==> config.mk <==
export PLATFORM = sky130hd
export DESIGN_NAME = uart_rx_param
export DESIGN_NICKNAME = d
export VERILOG_FILES = /design/src/rtl/uart_rx_param.sv
export SDC_FILE = /design/constraint.sdc
export NUM_CORES = 1
export LEC_CHECK = 0
export BUFFER_PORTS_ARGS = -buffer_cell sky130_fd_sc_hd__buf_2
export CAP_MARGIN = 10
export CORE_MARGIN = 2
export CORE_UTILIZATION = 40
export DETAILED_ROUTE_END_ITERATION = 16
export PLACE_DENSITY_LB_ADDON = 0.2
export SKIP_LAST_GASP = 1
export SYNTH_ARGS = -nofsm -noshare
export SYNTH_HDL_FRONTEND = slang
export SYNTH_SLANG_ARGS = --single-unit
export TNS_END_PERCENT = 30
==> constraint.sdc <==
create_clock -name I_CLK -period 1.9 [get_ports I_CLK]
set_input_delay 0.095 -clock I_CLK [delete_from_list [all_inputs] [get_ports I_CLK]]
set_output_delay 0.095 -clock I_CLK [all_outputs]
set_load 0.01 [all_outputs]
==> src/rtl/uart_rx_param.sv <==
// Oversampling UART receiver: mid-bit start check, framing and optional parity.
// Define UART_RX_PARITY_EN to insert a parity bit between data and stop.
module uart_rx_param #(
  parameter int DBIT    = 8,
  parameter int OSR     = 16,
  parameter int SB_TICK = 16
) (
  input  logic            I_CLK,
  input  logic            I_RST,
  input  logic            I_RX,
  input  logic            I_BAUD_TICK,
  input  logic            I_PAR_ODD,
  output logic [DBIT-1:0] O_DATA,
  output logic            O_RX_DONE,
  output logic            O_FRAME_ERR,
  output logic            O_PAR_ERR
);

  localparam int SW = $clog2(SB_TICK);
  localparam int BW = $clog2(DBIT);

  localparam logic [SW-1:0] S_HALF = SW'(OSR / 2 - 1);
  localparam logic [SW-1:0] S_BIT  = SW'(OSR - 1);
  localparam logic [SW-1:0] S_STOP = SW'(SB_TICK - 1);
  localparam logic [BW-1:0] B_LAST = BW'(DBIT - 1);

  typedef enum logic [2:0] {
    IDLE,
    START,
    DATA,
    PARITY,
    STOP
  } state_t;

  state_t          state;
  logic [SW-1:0]   s;
  logic [BW-1:0]   b;
  logic [DBIT-1:0] sh;
  logic            rx_q;
  logic            rx_s;
  logic            stop_bit;
  logic            stop_now;
  logic            par_next;

  // With SB_TICK == OSR the stop sample and frame end share one tick.
  assign stop_now = (s == S_BIT) ? rx_s : stop_bit;

`ifdef UART_RX_PARITY_EN
  logic par_bit;
  assign par_next = (^sh) ^ par_bit ^ I_PAR_ODD;
`else
  assign par_next = 1'b0 & I_PAR_ODD;
`endif

  always_ff @(posedge I_CLK) begin
    if (I_RST) begin
      state       <= IDLE;
      s           <= '0;
      b           <= '0;
      sh          <= '0;
      rx_q        <= 1'b1;
      rx_s        <= 1'b1;
      stop_bit    <= 1'b1;
      O_DATA      <= '0;
      O_RX_DONE   <= 1'b0;
      O_FRAME_ERR <= 1'b0;
      O_PAR_ERR   <= 1'b0;
`ifdef UART_RX_PARITY_EN
      par_bit     <= 1'b0;
`endif
    end else begin
      rx_q        <= I_RX;
      rx_s        <= rx_q;
      O_RX_DONE   <= 1'b0;
      O_FRAME_ERR <= 1'b0;
      O_PAR_ERR   <= 1'b0;
      unique case (state)
        IDLE: begin
          if (!rx_s) begin
            state <= START;
            s     <= '0;
          end
        end
        START: begin
          if (I_BAUD_TICK) begin
            if (s == S_HALF) begin
              if (!rx_s) begin
                state <= DATA;
                s     <= '0;
                b     <= '0;
              end else begin
                state <= IDLE;
              end
            end else begin
              s <= s + 1'b1;
            end
          end
        end
        DATA: begin
          if (I_BAUD_TICK) begin
            if (s == S_BIT) begin
              s  <= '0;
              sh <= {rx_s, sh[DBIT-1:1]};
              if (b == B_LAST) begin
`ifdef UART_RX_PARITY_EN
                state <= PARITY;
`else
                state <= STOP;
`endif
              end else begin
                b <= b + 1'b1;
              end
            end else begin
              s <= s + 1'b1;
            end
          end
        end
`ifdef UART_RX_PARITY_EN
        PARITY: begin
          if (I_BAUD_TICK) begin
            if (s == S_BIT) begin
              s       <= '0;
              par_bit <= rx_s;
              state   <= STOP;
            end else begin
              s <= s + 1'b1;
            end
          end
        end
`endif
        STOP: begin
          if (I_BAUD_TICK) begin
            if (s == S_BIT) begin
              stop_bit <= rx_s;
            end
            if (s == S_STOP) begin
              state       <= IDLE;
              s           <= '0;
              O_DATA      <= sh;
              O_RX_DONE   <= 1'b1;
              O_FRAME_ERR <= ~stop_now;
              O_PAR_ERR   <= par_next;
            end else begin
              s <= s + 1'b1;
            end
          end
        end
        default: state <= IDLE;
      endcase
    end
  end

endmodule

* After elaboration in Yosys (flattened, before gate mapping)
Cells that the tools add are included.
Word-level totals: memories 0, output and inout bits 11, ROM bits 0, latch bits 0, input port bits 5, memory bits (writable) 0, bits in registers 31
Cells by class: order comparisons 0, equality and inequality tests 17, multiply operators 0, shifts and indexed selects 0, div/mod/pow operators 0, muxes and demuxes 25, bitwise operators 4, reduce and logical (&&, ||, !) cells 12, add/subtract/negate cells 2
Operators with widths (count):
- 3-bit two-way mux | 14
- 4-bit two-way mux | 5
- 2-bit inequality test (second input constant) | 10
- 3-bit case mux with 4 select lines | 1
- 4-bit case mux with 3 select lines | 1
- 3-bit AND reduction | 3
- 8-bit AND reduction | 1
- 7-bit AND reduction | 1
- 3-bit == test (second input constant) | 2
- 3-bit case mux with 2 select lines | 1
- 4-bit by 1-bit adder with 4-bit output (second input constant) | 1
- 4-bit by 3-bit == test with 1-bit output (second input constant) | 1
- 4-bit == test (second input constant) | 1
- 1-bit NOT | 4
- 4-bit OR reduction | 1
- 3-bit by 1-bit adder with 3-bit output (second input constant) | 1
- 3-bit by 1-bit == test with 1-bit output (second input constant) | 1
- 3-bit by 2-bit == test with 1-bit output (second input constant) | 1
- 3-bit zero test | 1
- 3-bit nonzero test | 1
- 3-bit OR reduction | 1
- 1-bit two-way mux | 2
- 2-bit two-way mux | 1
- 2-bit by 1-bit inequality test with 1-bit output (second input constant) | 1
- other kinds (3) | 3

* Depth between registers and ports, before layout
word-level depth 5, gate-level depth with buffers 7, gate-level depth less buffers 7

* Least setup slack after synthesis
OpenSTA, ideal clock, no wires.
kind flip-flop to flip-flop, from register state[2], to register b[0], stages on the path, launching flop included 7, arrival 1613 ps, setup slack 159 ps, path through dfxtp_1 buf_2 or3b_2 o32a_1 a211oi_4 mux2i_1 nor2_1
On the way: word-level cells in the longest chain between the ends 3, elaborated cells between the ends (all ways) 11, those cells by class 8 x eq/ne; 1 x mux; 2 x reduce/logical
RTL lines:
- start, declared | line 35 | state_t state;
- start signal, assigned | line 57 | state <= IDLE;
- start signal, assigned | line 80 | state <= START;
- start signal, assigned | line 88 | state <= DATA;
- 3-bit by 2-bit == test with 1-bit output / 3-bit by 1-bit == test with 1-bit output (equally long branches) | line 77 | unique case (state)
- 2-bit inequality test (no source line) / 2-bit nonzero test (equally long branches)
- 7-bit AND reduction (no source line)
- end signal, assigned | line 111 | b <= b + 1'b1;
- end, declared | line 37 | logic [BW-1:0] b;
Parallel ways exist; a longest one is shown, timed or not. A chain may end at the register's enable or synchronous reset.

* Worst setup path after layout
from register s[0], to register O_DATA[0]
On the way: word-level cells in the longest chain between the ends 2
RTL lines:
- start, declared | line 36 | logic [SW-1:0] s;
- start signal, assigned | line 95 | s <= s + 1'b1;
- start signal, assigned | line 114 | s <= s + 1'b1;
- start signal, assigned | line 144 | s <= s + 1'b1;
- 4-bit == test | line 136 | if (s == S_STOP) begin
- 3-bit AND reduction (no source line)
- end signal, assigned | line 139 | O_DATA <= sh;
- end, declared | line 13 | output logic [DBIT-1:0] O_DATA,
Every way passes these cells.

==> metrics.md <==
| Metric | Value |
|---|---|
| Total power divided by cell area | between 700 and 800 nW/um2 |
| # DRC | 0 |
| Status | finished, final reports clean |
| Slew HR | 0.636 |
| Combinational family with the most area after synthesis | simple AND/OR/NAND/NOR gates |
| Comb power frac | 0.158 |
| Peak VDD IR | 0.000425 V |
| Placer Congestion | around 0.8 |
| Clk root buf | clkbuf_4 |
| Total power | approximately 1.3 mW |
| TritonCTS clock tree | done |
| Clk sinks | 30 |
| Post-synthesis simple-gate area fraction | 0.205 |
| Crit path max fanout | 10 |
| Sequential share of the synthesized area | 0.431 |
| Seq pwr share | 0.518 |
| Worst min-delay path category | input pin to flop |
| Pin count of the biggest net entering global routing | 35 |
| Fin nets | between 150 and 200 |
| Crit share post-route | 0.935 |
| Setup TNS | 0 ns |
| Die area | 3970 um2 |
| First-pass iteration count of the detailed router | 4 |
| Starting Density | 0.417 |
| Die Ht | between 60 and 70 um |
| Final Setup Violations | 0 |
| Critical path type | flop to flop |
| Yosys cell types | between 40 and 50 |
| Post-synthesis compound-gate area fraction | 0.138 |
| Worst-path clk slew | around 0.10 ns |
| Tmin final | around 1.8 ns |
| Clock power share | 0.323 |
| Layout area overhead | 14.4% |
| Placeable Area | around 3300 um2 |
| Reg2Reg Depth | 5 |
| Yosys reg bits | 30 |
| Hold path depth | 2 |
| Antenna violations before repair | 0 |
| Filler cells | around 340 |
| Critical R2R Capture | O_DATA[0]$_SDFFE_PP0P_ |
| Min-delay src | I_RST |
| Adder-cell share of the synthesized area | 0.0270 |
| Ports | 16 |
| P_sw | 0.353 mW |
| Sw Ratio | 0.280 |
| Synth Area in XOR/XNOR | 0.00629 |
| Max frequency | roughly 0.56 GHz |
| Synthesized area | roughly 1400 um2 |
| Post-route ant nets | 0 |
| Wire length per cell | 11.8 um |
| Hold Vio Cnt, Final | 0 |
| Setup crit start kind | flop |
| Dominant synthesized flop cell | dfxtp_1 |
| Area after DPL | around 1500 um2 |
| Via count | 1077 |
| P_leak | 0.685 nW |
| WP data required | about 2.1 ns |
| Reg2reg start | s[0]$_SDFFE_PP0P_ |
| Crit. End Element | flop |
| Yosys warnings | 0 |
| Die Wd | roughly 63 um |
| Total Routing Usage GR | 0.147 |
| Vias in the first global route | between 1000 and 1500 |
| Multiplexer share of the synthesized area | 0.137 |
| First-pass GRT wire length | between 4000 and 5000 um |
| Post-detail-place hpwl | approximately 1800 um |
| DR iter-0 viols | 89 |
| Worst-case clock buffer depth | 2 |
| Vias per cell | about 5.0 |
| GRT overflow | 0 |
| RSZ-0062 raised after global routing | true |
| Syn Nets | roughly 160 |
| R2R Setup Slk | approximately 0.12 ns |
| Sink of the worst hold path | O_DATA[4]$_SDFFE_PP0P_ |
| H-Tree Depth | 2 |
| Avg Inst Size Synth | 9.22 um2 |
| Num rows | 21 |
| Worst-Margin Slew | approximately 0.55 ns |
| Internal power | a little over 0.9 mW |
| Total CTS buffers | 5 |
| Pins over their slew limit | 0 |
| # diodes | 0 |
| Cell area after layout | about 1600 um2 |
| Max Cap Viol | 0 |
| Synth async-reset ratio | 0 |
| Number of flops mapped to enable cells by yosys | 0 |
| CP arrival | ~2.0 ns |
| Worst-Skew Late Latency | 0.34 ns |
| Routed WL | 2540 um |
| Mapped Cells | 151 |
| PortBufs | 13 |
| Clock Skews | 0.00910 ns |
| Share of cells above drive strength 1 | 0.219 |
## registers in the layout, indices dropped and copies added (netlist names)
register	count
O_RX_DONE	1
O_FRAME_ERR	1
rx_s	1
sh	8
s	4
rx_q	1
state	3
O_DATA	8
b	3
## cell families (layout without fill, tap and decap cells)
kind of cell / after synthesis / count (layout)
and+or+nand+nor: 55 / 55
DFF: 30 / 30
AOI/OAI and AO/OA: 26 / 26
muxes: 19 / 19
buffers and inverters: 16 / 34
adders and majority gates: 3 / 3
other: 1 / 1
xor gates and xnor gates: 1 / 1
## final cells by class
type | instances | area (um2) | share of cell area
inverters | 4 | 15.0 | 0.00943
well taps | 46 | 57.6 | 0.0361
multi-input cells | 105 | 719 | 0.452
repair buffers | 22 | 135 | 0.0848
clock inverters | 2 | 12.5 | 0.00786
flip-flops and latches | 30 | 602 | 0.378
clock buffers | 6 | 51.3 | 0.0322
## metal layers
layer  vias up  routed length, um  part of all wire  GRT usage
li1        556                  -                 -          -
met1       498               1250              0.49      0.187
met2        18               1130              0.44      0.210
met3         5                110             0.043     0.0595
met4         0                 57             0.022     0.0833
met5         -                  0                 0          0
## critical path: stages (launching register included)
cell and delay, ns:
dfxtp_1 0.37, ha_1 0.25, nand4_1 0.14, or3_1 0.61
mux2i_1 0.23, nor2_1 0.05
## metrics by stage
| stage | utilization | hold slack, ns | setup WS [ns] | cells |
|---|---|---|---|---|
| 2_1_floorplan | - | 0.199 | 0.159 | 151 |
| 3_3_place_gp | 0.453 | 0.280 | 0.123 | 205 |
| 3_5_place_dp | 0.453 | 0.284 | 0.102 | 205 |
| 4_1_cts | 0.475 | 0.215 | 0.0773 | 214 |
| 5_1_grt | 0.477 | 0.235 | -0.0159 | 215 |
| 6_report | 0.477 | 0.228 | 0.124 | 215 |
## power groups by stage
stage          Clock (mW)  Combinational (mW)  Sequential (mW)
5_1_grt             0.451               0.221            0.655
6_report            0.407               0.200            0.653
4_1_cts             0.430               0.188            0.654
3_3_place_gp            0               0.185            0.667
2_1_floorplan           0               0.145            0.663
3_5_place_dp            0               0.186            0.668
## placed cells by master (no fill, tap or decap), types with 2 or more instances in the layout
cell type	instances
nor3_1	5
o22ai_1	2
o211ai_1	2
nand2b_1	7
a21oi_1	7
mux2i_1	18
a211o_1	2
buf_2	13
clkbuf_4	5
or3_1	2
buf_4	8
or2_1	2
nand3_1	4
inv_1	3
nor2_1	24
ha_1	3
dfxtp_1	29
or2_2	2
o21ai_0	3
## Yosys cell counts, drive strengths merged (2+ instances only)
cell | instances | area [um2]
a211o | 2 | 17.5
a21oi | 7 | 35.0
buf | 7 | 38.8
clkbuf | 5 | 18.8
dfxtp | 30 | 601
ha | 3 | 37.5
inv | 4 | 15.0
mux2i | 18 | 180
nand2b | 7 | 43.8
nand3 | 4 | 20.0
nor2 | 25 | 101
nor3 | 5 | 25.0
o211ai | 2 | 15.0
o21ai | 3 | 15.0
o22ai | 2 | 12.5
or2 | 4 | 25.0
or3 | 2 | 12.5
or3b | 2 | 17.5
## worst max path at each step
stage	from	to	slack, ns	cells past startpoint
after floorplan	state[2]$_SDFFE_PP0P_	b[0]$_SDFFE_PP0P_	0.16	6
after global placement	state[1]$_SDFFE_PP0P_	b[0]$_SDFFE_PP0P_	0.12	5
after detailed placement	s[0]$_SDFFE_PP0P_	O_DATA[7]$_SDFFE_PP0P_	0.10	5
after CTS	state[1]$_SDFFE_PP0P_	b[0]$_SDFFE_PP0P_	0.08	5
after global routing	s[1]$_SDFFE_PP0P_	O_DATA[7]$_SDFFE_PP0P_	-0.02	5
final	s[0]$_SDFFE_PP0P_	O_DATA[0]$_SDFFE_PP0P_	0.12	5
## timing repair
action,in CTS,in global routing
buffers inserted,0,1
hold buffers,1,0
endpoints found under the hold margin,1,0
endpoints found under the setup margin,0,8
gates resized for setup,0,1
Power figures use the tool's default switching activity.
